<file path="src/rtl/dma_cmd_scheduler.sv">
// Descriptor FIFO and one-at-a-time issue sequencer feeding the DMA engine.
// Retires on engine completion or timeout and counts completed transfers.
module dma_cmd_scheduler #(
    parameter int unsigned DEPTH   = 4,
    parameter int unsigned LEN_W   = 16,
    parameter int unsigned TIMEOUT = 1024
) (
    input  logic                        clk,
    input  logic                        rst_n,
    input  logic                        desc_valid,
    output logic                        desc_ready,
    input  logic [31:0]                 desc_src,
    input  logic [31:0]                 desc_dst,
    input  logic [LEN_W-1:0]            desc_len,
    output logic                        dma_start,
    output logic [31:0]                 dma_src,
    output logic [31:0]                 dma_dst,
    output logic [LEN_W-1:0]            dma_len,
    input  logic                        dma_ready,
    input  logic                        dma_done,
    output logic [$clog2(DEPTH):0]      queue_count,
    output logic                        busy,
    output logic [15:0]                 done_count,
    output logic                        err_timeout,
    input  logic                        err_clr
);

    localparam int unsigned AW = $clog2(DEPTH);
    localparam int unsigned CW = AW + 1;
    localparam int unsigned TW = $clog2(TIMEOUT) + 1;

    localparam logic [1:0] S_IDLE  = 2'd0;
    localparam logic [1:0] S_ISSUE = 2'd1;
    localparam logic [1:0] S_WAIT  = 2'd2;

    typedef struct packed {
        logic [31:0]      src;
        logic [31:0]      dst;
        logic [LEN_W-1:0] len;
    } desc_t;

    desc_t           mem [DEPTH];
    desc_t           head;
    logic [AW-1:0]   wr_ptr;
    logic [AW-1:0]   rd_ptr;
    logic [CW-1:0]   count;
    logic [TW-1:0]   tmr;
    logic [TW-1:0]   tmr_inc;
    logic [1:0]      state;
    logic [1:0]      state_n;
    logic            push;
    logic            pop;
    logic            issue;
    logic            retire_ok;
    logic            timeout_hit;

    assign head        = mem[rd_ptr];
    assign desc_ready  = (count < CW'(DEPTH));
    assign push        = desc_valid && desc_ready;
    assign queue_count = count;
    assign tmr_inc     = tmr + TW'(1);

    // State register
    always_ff @(posedge clk or negedge rst_n) begin
        if (!rst_n) begin
            state <= S_IDLE;
        end else begin
            state <= state_n;
        end
    end

    // Next-state and retire/issue decisions; the head is popped only at retire
    always_comb begin
        state_n     = state;
        pop         = 1'b0;
        issue       = 1'b0;
        retire_ok   = 1'b0;
        timeout_hit = 1'b0;
        case (state)
            S_IDLE: begin
                if (count != '0) begin
                    if (head.len == '0) begin
                        pop       = 1'b1;
                        retire_ok = 1'b1;
                    end else if (dma_ready) begin
                        issue   = 1'b1;
                        state_n = S_ISSUE;
                    end
                end
            end
            S_ISSUE: begin
                if (dma_done) begin
                    pop       = 1'b1;
                    retire_ok = 1'b1;
                    state_n   = S_IDLE;
                end else begin
                    state_n = S_WAIT;
                end
            end
            S_WAIT: begin
                if (dma_done) begin
                    pop       = 1'b1;
                    retire_ok = 1'b1;
                    state_n   = S_IDLE;
                end else if (tmr_inc == TW'(TIMEOUT - 1)) begin
                    pop         = 1'b1;
                    timeout_hit = 1'b1;
                    state_n     = S_IDLE;
                end
            end
            default: state_n = S_IDLE;
        endcase
    end

    // FIFO storage, pointers and occupancy
    always_ff @(posedge clk or negedge rst_n) begin
        if (!rst_n) begin
            for (int i = 0; i < int'(DEPTH); i++) begin
                mem[i] <= '0;
            end
            wr_ptr <= '0;
            rd_ptr <= '0;
            count  <= '0;
        end else begin
            if (push) begin
                mem[wr_ptr] <= '{src: desc_src, dst: desc_dst, len: desc_len};
                wr_ptr      <= wr_ptr + AW'(1);
            end
            if (pop) begin
                rd_ptr <= rd_ptr + AW'(1);
            end
            case ({push, pop})
                2'b10:   count <= count + CW'(1);
                2'b01:   count <= count - CW'(1);
                default: count <= count;
            endcase
        end
    end

    // Issue outputs, timeout timer, status counters
    always_ff @(posedge clk or negedge rst_n) begin
        if (!rst_n) begin
            dma_start   <= 1'b0;
            dma_src     <= '0;
            dma_dst     <= '0;
            dma_len     <= '0;
            busy        <= 1'b0;
            tmr         <= '0;
            done_count  <= '0;
            err_timeout <= 1'b0;
        end else begin
            dma_start <= issue;
            busy      <= (state_n != S_IDLE);
            if (issue) begin
                dma_src <= head.src;
                dma_dst <= head.dst;
                dma_len <= head.len;
                tmr     <= '0;
            end else if (state == S_WAIT) begin
                tmr <= tmr_inc;
            end
            if (retire_ok) begin
                done_count <= done_count + 16'd1;
            end
            if (timeout_hit) begin
                err_timeout <= 1'b1;
            end else if (err_clr) begin
                err_timeout <= 1'b0;
            end
        end
    end

endmodule

</file>
<file path="config.mk">
export PLATFORM = sky130hd
export DESIGN_NAME = dma_cmd_scheduler
export DESIGN_NICKNAME = d
export VERILOG_FILES = /design/src/rtl/dma_cmd_scheduler.sv
export SDC_FILE = /design/constraint.sdc
export NUM_CORES = 1
export LEC_CHECK = 0
export CAP_MARGIN = 5
export CORE_MARGIN = 10
export CORE_UTILIZATION = 26
export DETAILED_ROUTE_END_ITERATION = 10
export DONT_BUFFER_PORTS = 1
export PLACE_DENSITY = 0.48
export SYNTH_ARGS = -nofsm -noshare
export SYNTH_HDL_FRONTEND = slang
export SYNTH_SLANG_ARGS = --single-unit
</file>
<file path="constraint.sdc">
create_clock -name clk -period 6.73 [get_ports clk]
set_input_delay 1.0095 -clock clk [delete_from_list [all_inputs] [get_ports clk]]
set_output_delay 1.0095 -clock clk [all_outputs]
set_load 0.02 [all_outputs]
</file>
==> impl_results.html, run 1 <==
<table>
<tr><th>Metric</th><th>Value</th></tr>
<tr><th colspan="2">Run status</th></tr>
<tr><td>Run status</td><td>finished, final reports clean</td></tr>
<tr><th colspan="2">Setup path</th></tr>
<tr><td>Endpoint class of the critical path</td><td>flop</td></tr>
<tr><td>Startpoint of the worst register-to-register path</td><td>rd_ptr[0]$_DFFE_PN0P_</td></tr>
<tr><td>Category of the critical setup timing path</td><td>flop to flop</td></tr>
<tr><td>CP cell instances</td><td>buf_4 &gt; mux4_1 &gt; nor4_1 &gt; and4_4 &gt; nand2_1 &gt; o311ai_0 &gt; ha_1 &gt; inv_1 &gt; fa_1 &gt; xor2_1 &gt; nor2_1 &gt; xnor2_1</td></tr>
<tr><td>Required @ worst endpoint</td><td>7240 ps</td></tr>
<tr><td>Maximum cell stage delay along the critical path</td><td>between 700 and 800 ps</td></tr>
<tr><td>CP startpoint</td><td>rd_ptr[0]$_DFFE_PN0P_</td></tr>
<tr><td>Arrival time of the worst setup path</td><td>~4700 ps</td></tr>
<tr><td>Endpoint of the most critical setup path</td><td>queue_count[2]$_DFFE_PN0P_</td></tr>
<tr><td>Cell at the slowest stage of the critical path</td><td>sky130_fd_sc_hd__buf_4</td></tr>
<tr><td>Worst R2R Path Depth</td><td>12</td></tr>
<tr><td>Reg-to-reg setup timing slack</td><td>approximately 2600 ps</td></tr>
<tr><td>Crit path launch type</td><td>flop</td></tr>
<tr><td>Worst Path Max Fanout</td><td>37</td></tr>
<tr><td>Reg-to-reg critical path endpoint</td><td>queue_count[2]$_DFFE_PN0P_</td></tr>
<tr><th colspan="2">Clocking</th></tr>
<tr><td>Cts bufs inserted</td><td>53</td></tr>
<tr><td>Buffer type at the clock tree root</td><td>sky130_fd_sc_hd__clkbuf_16</td></tr>
<tr><td>Deepest level of the CTS H-tree</td><td>2</td></tr>
<tr><td>Number of clock sinks</td><td>approximately 440</td></tr>
<tr><td>Hold-fix buffers at CTS</td><td>0</td></tr>
<tr><td>Clock latency on the worst-skew pair</td><td>600 ps</td></tr>
<tr><td>Clock tree from TritonCTS</td><td>done</td></tr>
<tr><td>Total of cells resized after clock tree synthesis</td><td>0</td></tr>
<tr><td>Post-CTS clock slew at the launch and capture registers of the worst setup and hold paths</td><td>~60 ps</td></tr>
<tr><td>Max Root-Sink Buffers</td><td>3</td></tr>
<tr><td>Post-CTS Setup Inserts</td><td>0</td></tr>
<tr><th colspan="2">Route</th></tr>
<tr><td>Routed WL per cell</td><td>roughly 21 um</td></tr>
<tr><td>Via-to-Cell Ratio</td><td>4.56</td></tr>
<tr><td>DRC viols</td><td>0</td></tr>
<tr><td>DRC violation total after the first TritonRoute iteration</td><td>488</td></tr>
<tr><td>Antenna-violating nets left</td><td>0</td></tr>
<tr><td>Drt first pass iters</td><td>4</td></tr>
<tr><td>DR vias</td><td>9,781</td></tr>
<tr><td>Total Wirelength</td><td>45.2 mm</td></tr>
<tr><th colspan="2">Layout</th></tr>
<tr><td>Most common library cell in the layout ignoring fill and taps</td><td>sky130_fd_sc_hd__dfrtp_1</td></tr>
<tr><td>Final std cells w/o fill</td><td>about 2,100</td></tr>
<tr><td>Final Net Count</td><td>1,257</td></tr>
<tr><td>Commonest non-fill, non-tap cells in the layout</td><td>437 x sky130_fd_sc_hd__dfrtp_1, 400 x sky130_fd_sc_hd__mux2_2, 71 x sky130_fd_sc_hd__mux4_2, 53 x sky130_fd_sc_hd__clkbuf_16</td></tr>
<tr><td>Antenna Diode Count</td><td>0</td></tr>
<tr><td>Post-Layout Inst Area</td><td>between 0.02 and 0.025 mm^2</td></tr>
<tr><td>Area taken by multi-input logic gates</td><td>about 0.0075 mm^2</td></tr>
<tr><td>Fill cells</td><td>7,021</td></tr>
<tr><td>Layout overhead on the synthesized area</td><td>14.9%</td></tr>
<tr><td>Final core utilization</td><td>roughly 30%</td></tr>
<tr><td>Fraction of layout instances using a drive strength above 1</td><td>between 40 and 50%</td></tr>
<tr><td>Storage element area</td><td>~0.011 mm^2</td></tr>
<tr><th colspan="2">Floorplanning</th></tr>
<tr><td>Horizontal die dimension</td><td>289 um</td></tr>
<tr><td>Initial core utilization</td><td>a little over a quarter</td></tr>
<tr><td>Total die area</td><td>approximately 0.083 mm^2</td></tr>
<tr><td>Cell Rows</td><td>98</td></tr>
<tr><td>Die Y-Extent</td><td>between 200 and 300 um</td></tr>
<tr><td>Io pins</td><td>189</td></tr>
<tr><td>Core Box Area</td><td>a little over 0.07 mm^2</td></tr>
<tr><th colspan="2">Hold path</th></tr>
<tr><td>Hold/Removal Path Class</td><td>input port to asynchronous set/reset pin</td></tr>
<tr><th colspan="2">STA</th></tr>
<tr><td>Fmax achieved</td><td>0.241 GHz</td></tr>
<tr><td>Endpoints failing hold</td><td>0</td></tr>
<tr><td>Sum Neg Setup Slack</td><td>0 ps</td></tr>
<tr><td>Least-Margin Pin Slew</td><td>around 1200 ps</td></tr>
<tr><td>Count of final max-slew check failures</td><td>0</td></tr>
<tr><td>Fin crit share</td><td>61.5%</td></tr>
<tr><td>Count of final setup violators</td><td>0</td></tr>
<tr><td>Worst slew margin relative to its limit</td><td>a little under a quarter</td></tr>
<tr><td>RSZ-0062 raised after global routing</td><td>false</td></tr>
<tr><td>Time the final worst path needs with I/O delays and setup</td><td>between 4000 and 5000 ps</td></tr>
<tr><td>Max Clock Skew</td><td>about 21 ps</td></tr>
<tr><td>Worst hold slack</td><td>roughly 130 ps</td></tr>
<tr><th colspan="2">Synthesis</th></tr>
<tr><td>Number of distinct library cell variants in the gate-level netlist after synthesis</td><td>42</td></tr>
<tr><td>Ranking of synthesized cells by area</td><td>sky130_fd_sc_hd__dfrtp_1 59%, sky130_fd_sc_hd__mux2_2 24%, sky130_fd_sc_hd__mux4_2 8.5%</td></tr>
<tr><td>Share of the yosys chip area belonging to registers</td><td>between 50 and 60%</td></tr>
<tr><td>Number of nets produced by synthesis</td><td>roughly 1,300</td></tr>
<tr><td>Register bit count reported by yosys</td><td>roughly 440</td></tr>
<tr><td>Mean Syn Cell Area</td><td>16.2 um^2</td></tr>
<tr><td>Yosys top cell area share</td><td>between 50% and 60%</td></tr>
<tr><td>Cell type contributing the most total cell area after synthesis</td><td>sky130_fd_sc_hd__dfrtp_1</td></tr>
<tr><td>Synth warnings</td><td>0</td></tr>
<tr><td>Number of enable flip-flop cells after synthesis</td><td>0</td></tr>
<tr><td>Number of cells produced by synthesis</td><td>roughly 1,200</td></tr>
<tr><td>Proportion of synthesized flip-flops having asynchronous set or reset</td><td>between 90% and 100%</td></tr>
<tr><td>Most frequently used flop master after synthesis</td><td>sky130_fd_sc_hd__dfrtp_1</td></tr>
<tr><td>Synth Cell Area</td><td>~0.019 mm^2</td></tr>
<tr><th colspan="2">Place</th></tr>
<tr><td>Total placed instance area</td><td>approximately 0.020 mm^2</td></tr>
<tr><td>GP Congestion</td><td>about 0.7</td></tr>
<tr><td>Number of input and output port buffers inserted</td><td>0</td></tr>
<tr><td># placed instances</td><td>roughly 2,100</td></tr>
<tr><td>Half-perimeter wire length after detailed placement</td><td>between 20 and 30 mm</td></tr>
<tr><th colspan="2">GRT</th></tr>
<tr><td>Antenna violations before repair</td><td>0</td></tr>
<tr><td>First-pass GRT wire length</td><td>roughly 70 mm</td></tr>
<tr><td>Via count of the first global-routing pass</td><td>10,700</td></tr>
<tr><td>Maximum number of pins on one net before global-route repair</td><td>440</td></tr>
<tr><td>Grt total ovfl</td><td>0</td></tr>
<tr><td>Global-route usage over all layers</td><td>10.9%</td></tr>
<tr><th colspan="2">Power and ir drop</th></tr>
<tr><td>Static Leak</td><td>9.08 nW</td></tr>
<tr><td>Largest voltage drop on the vdd net</td><td>222 uV</td></tr>
<tr><td>Ratio of total power to cell area</td><td>roughly 520 mW/mm^2</td></tr>
<tr><th colspan="2">Job</th></tr>
<tr><td>Max-cap check violation count</td><td>0</td></tr>
</table>
[how the worst min path moves through the flow]
stage,cells after the start,start,end
after floorplan,1,mem[160]$_DFFE_PN0P_,mem[160]$_DFFE_PN0P_
after global placement,1,mem[253]$_DFFE_PN0P_,mem[253]$_DFFE_PN0P_
after detailed placement,1,mem[162]$_DFFE_PN0P_,mem[162]$_DFFE_PN0P_
after CTS,0,rst_n,mem[192]$_DFFE_PN0P_
after global routing,0,rst_n,mem[26]$_DFFE_PN0P_
final,0,rst_n,mem[26]$_DFFE_PN0P_
[cell type report]
| type | instances | share of cell area (%) |
|---|---|---|
| clock buffers | 76 | 7.30 |
| multi-input cells | 639 | 34.6 |
| clock inverters | 18 | 0.970 |
| repair buffers | 9 | 0.314 |
| well taps | 950 | 5.52 |
| flip-flops and latches | 439 | 51.0 |
| inverters | 16 | 0.279 |
[cell usage after synthesis, types with 2 or more instances]
master                       n
sky130_fd_sc_hd__nor2_1     23
sky130_fd_sc_hd__buf_1      34
sky130_fd_sc_hd__xnor2_1    22
sky130_fd_sc_hd__xor2_1     10
sky130_fd_sc_hd__dfrtp_1   439
sky130_fd_sc_hd__ha_1       12
sky130_fd_sc_hd__or3_1       3
sky130_fd_sc_hd__nor3_1      4
sky130_fd_sc_hd__clkbuf_1   20
sky130_fd_sc_hd__nand3b_1    3
sky130_fd_sc_hd__and3_1      3
sky130_fd_sc_hd__and4b_1     2
sky130_fd_sc_hd__mux4_2     71
sky130_fd_sc_hd__mux2_2    400
sky130_fd_sc_hd__buf_2       9
sky130_fd_sc_hd__nand2_1    23
sky130_fd_sc_hd__nor4_1      4
sky130_fd_sc_hd__o32ai_1     2
sky130_fd_sc_hd__a31oi_1     4
sky130_fd_sc_hd__mux4_1      9
sky130_fd_sc_hd__inv_1      16
sky130_fd_sc_hd__nand4_1     7
sky130_fd_sc_hd__o21ai_0     3
sky130_fd_sc_hd__nand3_1    13
sky130_fd_sc_hd__a21oi_1     3
sky130_fd_sc_hd__buf_6       2
sky130_fd_sc_hd__nor2b_1     3
sky130_fd_sc_hd__and3b_1     2
[report_power, final]
part	internal, mW	switching [mW]	total [mW]
registers	3.92	1.16	5.08
logic	2.07	1.20	3.27
clock network	1.74	1.16	2.89
[registers in the layout, indices dropped and copies added, names as in the netlist]
| register | flops |
|---|---|
| busy | 1 |
| dma_dst | 32 |
| dma_len | 16 |
| dma_src | 32 |
| dma_start | 1 |
| done_count | 16 |
| err_timeout | 1 |
| mem | 320 |
| queue_count | 3 |
| rd_ptr | 2 |
| state | 2 |
| tmr | 11 |
| wr_ptr | 2 |
[through the flow]
stage / setup slack [ps] / power [mW]
2_1_floorplan: 3620 / 7.57
3_3_place_gp: 2540 / 8.39
3_5_place_dp: 2520 / 8.53
4_1_cts: 2500 / 11.5
5_1_grt: 2180 / 12.0
6_report: 2590 / 11.2
[kinds of logic after synthesis]
logic type	after synthesis	synth area share, %
buffers and inverters	82	1.84
and+or+nand+nor	95	2.64
adders and majority gates	13	0.907
xor gates and xnor gates	32	1.49
DFF	439	58.6
AOI/OAI and AO/OA	19	0.727
muxes	480	33.8
[worst max-delay path, delay by kind of cell (launching register included)]
family                     cells  cell delay [ps]
DFF                            1              530
xor gates and xnor gates       2              280
and+or+nand+nor                4              830
adders and majority gates      2              690
AOI/OAI and AO/OA              1              240
buffers and inverters          2              780
muxes                          1              680
[per-layer routing]
layer / share of wire [%] / vias to the layer above / track usage (%)
met4: 2.2 / 0 / 3.06
met1: 41 / 5288 / 13.1
met2: 49 / 164 / 18.2
met3: 7.2 / 70 / 3.72
met5: 0 / - / 0
li1: - / 4259 / -
(Power assumes the default switching activity.)
==> inputs of run 2 (changes only) <==
Clock period 6.73 ns to 4.09 ns, I/O delays scaled along.
==> run 2 against run 1 <==
The run now ends with hold timing left. Global-route usage decreased by 0.18 points. Count of clock-buffer cells in the layout shrank 13. Clock skew up 1.8 ps. Clock power grew 66%. Via count grew 0.29%. Total power is 65% higher. Critical endpoint unchanged. Worst hold slack got worse by 400 ps. Sequential share of layout area fell by 0.16 points.
==> impl_results.html, run 2 (synthesis results as in run 1) <==
<table>
<tr><th>Metric</th><th>Value</th></tr>
<tr><th colspan="2">Clocking</th></tr>
<tr><td>Total of cells resized after clock tree synthesis</td><td>0</td></tr>
<tr><td>Max Root-Sink Buffers</td><td>3</td></tr>
<tr><td>Cts bufs inserted</td><td>51</td></tr>
<tr><td>Clock latency on the worst-skew pair</td><td>600 ps</td></tr>
<tr><td>Buffer type at the clock tree root</td><td>sky130_fd_sc_hd__clkbuf_16</td></tr>
<tr><td>Post-CTS clock slew at the launch and capture registers of the worst setup and hold paths</td><td>60 ps</td></tr>
<tr><td>Clock tree from TritonCTS</td><td>done</td></tr>
<tr><td>Post-CTS Setup Inserts</td><td>0</td></tr>
<tr><td>Deepest level of the CTS H-tree</td><td>2</td></tr>
<tr><td>Number of clock sinks</td><td>approximately 440</td></tr>
<tr><th colspan="2">Route</th></tr>
<tr><td>DRC viols</td><td>0</td></tr>
<tr><td>Via-to-Cell Ratio</td><td>~4.6</td></tr>
<tr><td>Antenna-violating nets left</td><td>0</td></tr>
<tr><td>DRC violation total after the first TritonRoute iteration</td><td>between 300 and 400</td></tr>
<tr><td>Total Wirelength</td><td>44.4 mm</td></tr>
<tr><td>Drt first pass iters</td><td>4</td></tr>
<tr><td>DR vias</td><td>9,809</td></tr>
<tr><td>Routed WL per cell</td><td>20.6 um</td></tr>
<tr><th colspan="2">GRT</th></tr>
<tr><td>Global-route usage over all layers</td><td>between 10% and 20%</td></tr>
<tr><td>Maximum number of pins on one net before global-route repair</td><td>440</td></tr>
<tr><td>Grt total ovfl</td><td>0</td></tr>
<tr><td>First-pass GRT wire length</td><td>~69 mm</td></tr>
<tr><td>Via count of the first global-routing pass</td><td>between 10,000 and 15,000</td></tr>
<tr><td>Antenna violations before repair</td><td>0</td></tr>
<tr><th colspan="2">Layout</th></tr>
<tr><td>Fraction of layout instances using a drive strength above 1</td><td>between 40% and 50%</td></tr>
<tr><td>Commonest non-fill, non-tap cells in the layout</td><td>437 x sky130_fd_sc_hd__dfrtp_1, 400 x sky130_fd_sc_hd__mux2_2, 71 x sky130_fd_sc_hd__mux4_2, 52 x sky130_fd_sc_hd__clkbuf_16</td></tr>
<tr><td>Post-Layout Inst Area</td><td>roughly 0.022 mm^2</td></tr>
<tr><td>Most common library cell in the layout ignoring fill and taps</td><td>sky130_fd_sc_hd__dfrtp_1</td></tr>
<tr><td>Largest registers in the final layout</td><td>mem (320), dma_dst (32), dma_src (32)</td></tr>
<tr><td>Layout overhead on the synthesized area</td><td>15.3%</td></tr>
<tr><td>Most flop-heavy register</td><td>mem</td></tr>
<tr><td>Flip-flop count of the largest register, all copies and words added</td><td>320</td></tr>
<tr><td>Final Net Count</td><td>between 1,000 and 1,500</td></tr>
<tr><th colspan="2">STA</th></tr>
<tr><td>Sum Neg Setup Slack</td><td>0 ps</td></tr>
<tr><td>Least-Margin Pin Slew</td><td>1050 ps</td></tr>
<tr><td>Worst hold slack</td><td>-263 ps</td></tr>
<tr><td>Time the final worst path needs with I/O delays and setup</td><td>about 3600 ps</td></tr>
<tr><td>Worst slew margin relative to its limit</td><td>about 30%</td></tr>
<tr><td>Endpoints failing hold</td><td>roughly 440</td></tr>
<tr><td>Fin crit share</td><td>roughly 88%</td></tr>
<tr><td>Count of final setup violators</td><td>0</td></tr>
<tr><td>Count of final max-slew check failures</td><td>0</td></tr>
<tr><td>Max Clock Skew</td><td>23.3 ps</td></tr>
<tr><td>Fmax achieved</td><td>about 0.28 GHz</td></tr>
<tr><td>RSZ-0062 raised after global routing</td><td>false</td></tr>
<tr><th colspan="2">Setup path</th></tr>
<tr><td>Category of the critical setup timing path</td><td>flop to flop</td></tr>
<tr><td>Crit path launch type</td><td>flop</td></tr>
<tr><td>Maximum cell stage delay along the critical path</td><td>approximately 660 ps</td></tr>
<tr><td>Worst R2R Path Depth</td><td>11</td></tr>
<tr><td>Cell at the slowest stage of the critical path</td><td>sky130_fd_sc_hd__mux4_1</td></tr>
<tr><td>Arrival time of the worst setup path</td><td>just over 4000 ps</td></tr>
<tr><td>CP cell instances</td><td>mux4_1 &gt; nor4_1 &gt; and4_4 &gt; nand2_1 &gt; o311ai_0 &gt; ha_1 &gt; inv_1 &gt; fa_1 &gt; xor2_1 &gt; nor2_1 &gt; xnor2_1</td></tr>
<tr><td>Required @ worst endpoint</td><td>~4600 ps</td></tr>
<tr><td>Endpoint class of the critical path</td><td>flop</td></tr>
<tr><td>Worst Path Max Fanout</td><td>15</td></tr>
<tr><th colspan="2">Floorplanning</th></tr>
<tr><td>Cell Rows</td><td>~100</td></tr>
<tr><td>Horizontal die dimension</td><td>289 um</td></tr>
<tr><td>Io pins</td><td>between 150 and 200</td></tr>
<tr><td>Initial core utilization</td><td>a little over a quarter</td></tr>
<tr><td>Core Box Area</td><td>about 0.071 mm^2</td></tr>
<tr><td>Total die area</td><td>around 0.083 mm^2</td></tr>
<tr><td>Die Y-Extent</td><td>between 200 and 300 um</td></tr>
<tr><th colspan="2">Power and ir drop</th></tr>
<tr><td>Overall power</td><td>about 19 mW</td></tr>
<tr><td>Static Leak</td><td>slightly above 9 nW</td></tr>
<tr><td>Ratio of total power to cell area</td><td>858 mW/mm^2</td></tr>
<tr><td>Largest voltage drop on the vdd net</td><td>roughly 370 uV</td></tr>
<tr><th colspan="2">Place</th></tr>
<tr><td>GP Congestion</td><td>0.718</td></tr>
<tr><td>Total placed instance area</td><td>approximately 0.020 mm^2</td></tr>
<tr><td>Half-perimeter wire length after detailed placement</td><td>roughly 26 mm</td></tr>
<tr><td>Number of input and output port buffers inserted</td><td>0</td></tr>
<tr><th colspan="2">Job</th></tr>
<tr><td>Max-cap check violation count</td><td>0</td></tr>
<tr><th colspan="2">Run status</th></tr>
<tr><td>Violated checks</td><td>hold timing</td></tr>
<tr><td>Run status</td><td>complete, but fails checks</td></tr>
<tr><th colspan="2">Hold path</th></tr>
<tr><td>Hold/Removal Path Class</td><td>input port to asynchronous set/reset pin</td></tr>
</table>
==> run 2: cell types whose count changed in the layout (fill, tap and decap cells not counted), sizes merged <==
cell,delta
clkbuf,-13
bufinv,+4
clkinv,+6
diode,+1
inv,+2
buf,+7
==> run 2: critical path: cells and delay by family (launching register included) <==
family / cells / cell delay [ps]
muxes: 1 / 660
DFF: 1 / 630
adders and majority gates: 2 / 660
and+or+nand+nor: 4 / 1050
AOI/OAI and AO/OA: 1 / 160
buffers and inverters: 1 / 60
xor gates and xnor gates: 2 / 280
==> run 2: metal layers <==
layer | global-route usage [%] | up-vias | part of all wire [%]
met4 | 2.94 | 0 | 2.1
met2 | 18.3 | 143 | 50
li1 | - | 4276 | -
met3 | 3.25 | 61 | 6.4
met1 | 12.9 | 5329 | 41
met5 | 0 | - | 0
==> run 2: cell type report <==
class,instances,area [um^2]
Antenna cell,1,2.50
Sequential cell,439,11000
Multi-Input combinational cell,639,7460
Timing Repair Buffer,16,145
Clock buffer,63,1390
Tap cell,950,1190
Inverter,16,60.1
Clock inverter,30,377
Fill cell,7034,49900
==> run 2: through the flow <==
step	hold WS, ps	util [%]	instances	setup slack [ps]
detailed placement	333	27.8	2060	437
CTS	-325	30.2	2153	400
finish	-263	30.2	2154	486
floorplan	318	-	1160	978
global placement	333	27.8	2060	455
global route	-315	30.2	2153	247
==> run 2: path summary, 6_finish.rpt <==
path	startpoint	to	slack, ps
max in group asynchronous	rst_n	mem[232]$_DFFE_PN0P_	3490
max reg2reg	rd_ptr[0]$_DFFE_PN0P_	queue_count[2]$_DFFE_PN0P_	490
min	rst_n	mem[260]$_DFFE_PN0P_	-260
min reg2reg	mem[173]$_DFFE_PN0P_	mem[173]$_DFFE_PN0P_	490
min in group clk	err_clr	err_timeout$_DFFE_PN0P_	110
max	rd_ptr[0]$_DFFE_PN0P_	queue_count[2]$_DFFE_PN0P_	490
==> run 2: report_power, final <==
part | switching, mW | leakage, nW | internal, mW | total [mW]
registers | 1.85 | 5.33 | 6.45 | 8.31
logic | 2.00 | 2.93 | 3.44 | 5.44
clock network | 1.93 | 0.864 | 2.88 | 4.80
==> inputs of run 3 (changes only) <==
Settings changed: PLACE_DENSITY 0.48 to 0.43.
==> run 3 against run 2 <==
The run still ends with hold timing left. Count of clock-buffer cells in the layout rose by 19. Via count fell by 1.2%. Utilization fell by 0.074 points. Critical endpoint unchanged. Largest power group unchanged.
==> impl_results.html, run 3 (synthesis results as in run 1) <==
<table>
<tr><th>Metric</th><th>Value</th></tr>
<tr><th colspan="2">Run status</th></tr>
<tr><td>Run status</td><td>complete, but fails checks</td></tr>
<tr><td>Violated checks</td><td>hold timing</td></tr>
<tr><th colspan="2">Clocking</th></tr>
<tr><td>Deepest level of the CTS H-tree</td><td>2</td></tr>
<tr><td>Post-CTS clock slew at the launch and capture registers of the worst setup and hold paths</td><td>60 ps</td></tr>
<tr><td>Clock tree from TritonCTS</td><td>done</td></tr>
<tr><td>Max Root-Sink Buffers</td><td>3</td></tr>
<tr><td>Cts bufs inserted</td><td>53</td></tr>
<tr><td>Number of clock sinks</td><td>439</td></tr>
<tr><td>Buffer type at the clock tree root</td><td>sky130_fd_sc_hd__clkbuf_16</td></tr>
<tr><td>Post-CTS Setup Inserts</td><td>0</td></tr>
<tr><td>Clock latency on the worst-skew pair</td><td>590 ps</td></tr>
<tr><th colspan="2">Place</th></tr>
<tr><td>GP Congestion</td><td>between 0.7 and 0.8</td></tr>
<tr><td>Pre-CTS WS</td><td>roughly 460 ps</td></tr>
<tr><td>Number of input and output port buffers inserted</td><td>0</td></tr>
<tr><td># placed instances</td><td>2,061</td></tr>
<tr><td>Total placed instance area</td><td>between 0.015 and 0.02 mm^2</td></tr>
<tr><td>Half-perimeter wire length after detailed placement</td><td>about 27 mm</td></tr>
<tr><th colspan="2">Power and ir drop</th></tr>
<tr><td>Ratio of total power to cell area</td><td>about 850 mW/mm^2</td></tr>
<tr><td>Overall power</td><td>around 18 mW</td></tr>
<tr><td>Share of power burned in combinational logic</td><td>slightly below 30%</td></tr>
<tr><td>Switching power of the nets</td><td>about 5.7 mW</td></tr>
<tr><td>Flop pwr share</td><td>approximately 45%</td></tr>
<tr><td>P_int</td><td>between 10 and 15 mW</td></tr>
<tr><td>Largest voltage drop on the vdd net</td><td>314 uV</td></tr>
<tr><td>Static Leak</td><td>~9 nW</td></tr>
<tr><td>Proportion of total power due to net switching</td><td>between 30 and 40%</td></tr>
<tr><td>Clock share of power</td><td>roughly 25%</td></tr>
<tr><th colspan="2">GRT</th></tr>
<tr><td>Maximum number of pins on one net before global-route repair</td><td>440</td></tr>
<tr><td>Global-route usage over all layers</td><td>roughly 11%</td></tr>
<tr><td>Antenna violations before repair</td><td>0</td></tr>
<tr><td>Grt total ovfl</td><td>0</td></tr>
<tr><td>First-pass GRT wire length</td><td>slightly above 70 mm</td></tr>
<tr><td>Via count of the first global-routing pass</td><td>around 11,000</td></tr>
<tr><th colspan="2">Setup path</th></tr>
<tr><td>Reg-to-reg critical path endpoint</td><td>queue_count[2]$_DFFE_PN0P_</td></tr>
<tr><td>Required @ worst endpoint</td><td>4590 ps</td></tr>
<tr><td>Reg-to-reg setup timing slack</td><td>530 ps</td></tr>
<tr><td>Endpoint class of the critical path</td><td>flop</td></tr>
<tr><td>Startpoint of the worst register-to-register path</td><td>rd_ptr[0]$_DFFE_PN0P_</td></tr>
<tr><td>Worst Path Max Fanout</td><td>18</td></tr>
<tr><td>Crit path launch type</td><td>flop</td></tr>
<tr><td>Category of the critical setup timing path</td><td>flop to flop</td></tr>
<tr><td>Arrival time of the worst setup path</td><td>4070 ps</td></tr>
<tr><td>Worst R2R Path Depth</td><td>11</td></tr>
<tr><th colspan="2">Route</th></tr>
<tr><td>Routed WL per cell</td><td>between 20 and 25 um</td></tr>
<tr><td>Antenna-violating nets left</td><td>0</td></tr>
<tr><td>Total Wirelength</td><td>~46 mm</td></tr>
<tr><td>DRC viols</td><td>0</td></tr>
<tr><td>DR vias</td><td>about 9,700</td></tr>
<tr><td>DRC violation total after the first TritonRoute iteration</td><td>approximately 350</td></tr>
<tr><td>Via-to-Cell Ratio</td><td>around 4.5</td></tr>
<tr><td>Drt first pass iters</td><td>4</td></tr>
<tr><th colspan="2">Layout</th></tr>
<tr><td>Most common library cell in the layout ignoring fill and taps</td><td>sky130_fd_sc_hd__dfrtp_1</td></tr>
<tr><td>Final core utilization</td><td>between 30% and 40%</td></tr>
<tr><td>Commonest non-fill, non-tap cells in the layout</td><td>437 x sky130_fd_sc_hd__dfrtp_1, 400 x sky130_fd_sc_hd__mux2_2, 71 x sky130_fd_sc_hd__mux4_2, 55 x sky130_fd_sc_hd__clkbuf_16</td></tr>
<tr><td>Final std cells w/o fill</td><td>between 2,000 and 2,500</td></tr>
<tr><td>Layout overhead on the synthesized area</td><td>15.0%</td></tr>
<tr><td>Largest registers in the final layout</td><td>mem (320), dma_dst (32), dma_src (32)</td></tr>
<tr><td>Fraction of layout instances using a drive strength above 1</td><td>a little under half</td></tr>
<tr><td>Flip-flop count of the largest register, all copies and words added</td><td>320</td></tr>
<tr><td>Antenna Diode Count</td><td>0</td></tr>
<tr><td>Final Net Count</td><td>about 1,300</td></tr>
<tr><td>Most flop-heavy register</td><td>mem</td></tr>
<tr><td>Post-Layout Inst Area</td><td>0.0216 mm^2</td></tr>
<tr><th colspan="2">STA</th></tr>
<tr><td>Time the final worst path needs with I/O delays and setup</td><td>between 3000 and 4000 ps</td></tr>
<tr><td>Least-Margin Pin Slew</td><td>1220 ps</td></tr>
<tr><td>Count of final setup violators</td><td>0</td></tr>
<tr><td>Post-route setup slack</td><td>about 530 ps</td></tr>
<tr><td>Fin crit share</td><td>87.1%</td></tr>
<tr><td>Count of final max-slew check failures</td><td>0</td></tr>
<tr><td>Worst hold slack</td><td>-252 ps</td></tr>
<tr><td>Sum Neg Setup Slack</td><td>0 ps</td></tr>
<tr><td>RSZ-0062 raised after global routing</td><td>false</td></tr>
<tr><td>Max Clock Skew</td><td>approximately 16 ps</td></tr>
<tr><td>Worst slew margin relative to its limit</td><td>between 10% and 20%</td></tr>
<tr><td>Endpoints failing hold</td><td>404</td></tr>
<tr><td>Fmax achieved</td><td>around 0.28 GHz</td></tr>
<tr><th colspan="2">Floorplanning</th></tr>
<tr><td>Core Box Area</td><td>about 0.07 mm^2</td></tr>
<tr><td>Horizontal die dimension</td><td>between 200 and 300 um</td></tr>
<tr><td>Die Y-Extent</td><td>between 200 and 300 um</td></tr>
<tr><td>Total die area</td><td>~0.083 mm^2</td></tr>
<tr><td>Cell Rows</td><td>98</td></tr>
<tr><td>Initial core utilization</td><td>about a quarter</td></tr>
<tr><td>Io pins</td><td>about 190</td></tr>
<tr><th colspan="2">Job</th></tr>
<tr><td>Max-cap check violation count</td><td>0</td></tr>
<tr><th colspan="2">Hold path</th></tr>
<tr><td>Hold/Removal Path Class</td><td>input port to asynchronous set/reset pin</td></tr>
</table>
==> run 3: worst max-delay path by stage <==
stage,startpoint,end,depth (start not counted)
detailed placement,rd_ptr[0]$_DFFE_PN0P_,queue_count[2]$_DFFE_PN0P_,12
finish,rd_ptr[0]$_DFFE_PN0P_,queue_count[2]$_DFFE_PN0P_,11
floorplan,tmr[1]$_DFFE_PN0P_,queue_count[2]$_DFFE_PN0P_,13
global placement,rd_ptr[0]$_DFFE_PN0P_,queue_count[2]$_DFFE_PN0P_,12
CTS,rd_ptr[0]$_DFFE_PN0P_,queue_count[2]$_DFFE_PN0P_,12
global route,rd_ptr[0]$_DFFE_PN0P_,queue_count[2]$_DFFE_PN0P_,12
==> run 3: metal layers <==
layer	vias up	track usage, %	routed length, um
met1	5188	13.3	18900
met4	0	3.22	950
met3	64	3.82	3310
met5	-	0	0
li1	4285	-	-
met2	152	18.7	22600
==> run 3: critical path: stages (launching register included) <==
cell and delay, ps:
sky130_fd_sc_hd__dfrtp_4 630, sky130_fd_sc_hd__mux4_1 630, sky130_fd_sc_hd__nor4_1 480, sky130_fd_sc_hd__and4_4 390, sky130_fd_sc_hd__nand2_1 90, sky130_fd_sc_hd__o311ai_0 170
sky130_fd_sc_hd__ha_1 290, sky130_fd_sc_hd__inv_1 60, sky130_fd_sc_hd__fa_1 370, sky130_fd_sc_hd__xor2_1 150, sky130_fd_sc_hd__nor2_1 110, sky130_fd_sc_hd__xnor2_1 120
==> run 3: final cells by class <==
class | instances | area (um^2)
Timing Repair Buffer | 17 | 153
Tap cell | 950 | 1190
Clock inverter | 10 | 114
Inverter | 16 | 60.1
Fill cell | 7066 | 49900
Clock buffer | 82 | 1600
Sequential cell | 439 | 11000
Multi-Input combinational cell | 639 | 7460
==> run 3: power groups by stage <==
stage | registers (mW) | clock network [mW] | logic (mW)
4_1_cts | 8.36 | 4.84 | 5.64
3_5_place_dp | 8.43 | 0 | 5.63
2_1_floorplan | 7.76 | 0 | 4.69
3_3_place_gp | 8.39 | 0 | 5.52
5_1_grt | 8.61 | 5.03 | 6.01
6_report | 8.30 | 4.64 | 5.49
==> run 3: repair_timing <==
action | in CTS | in global routing
hold endpoints to repair | 439 | 439
resized for setup | 0 | 0
endpoints found under the setup margin | 0 | 0
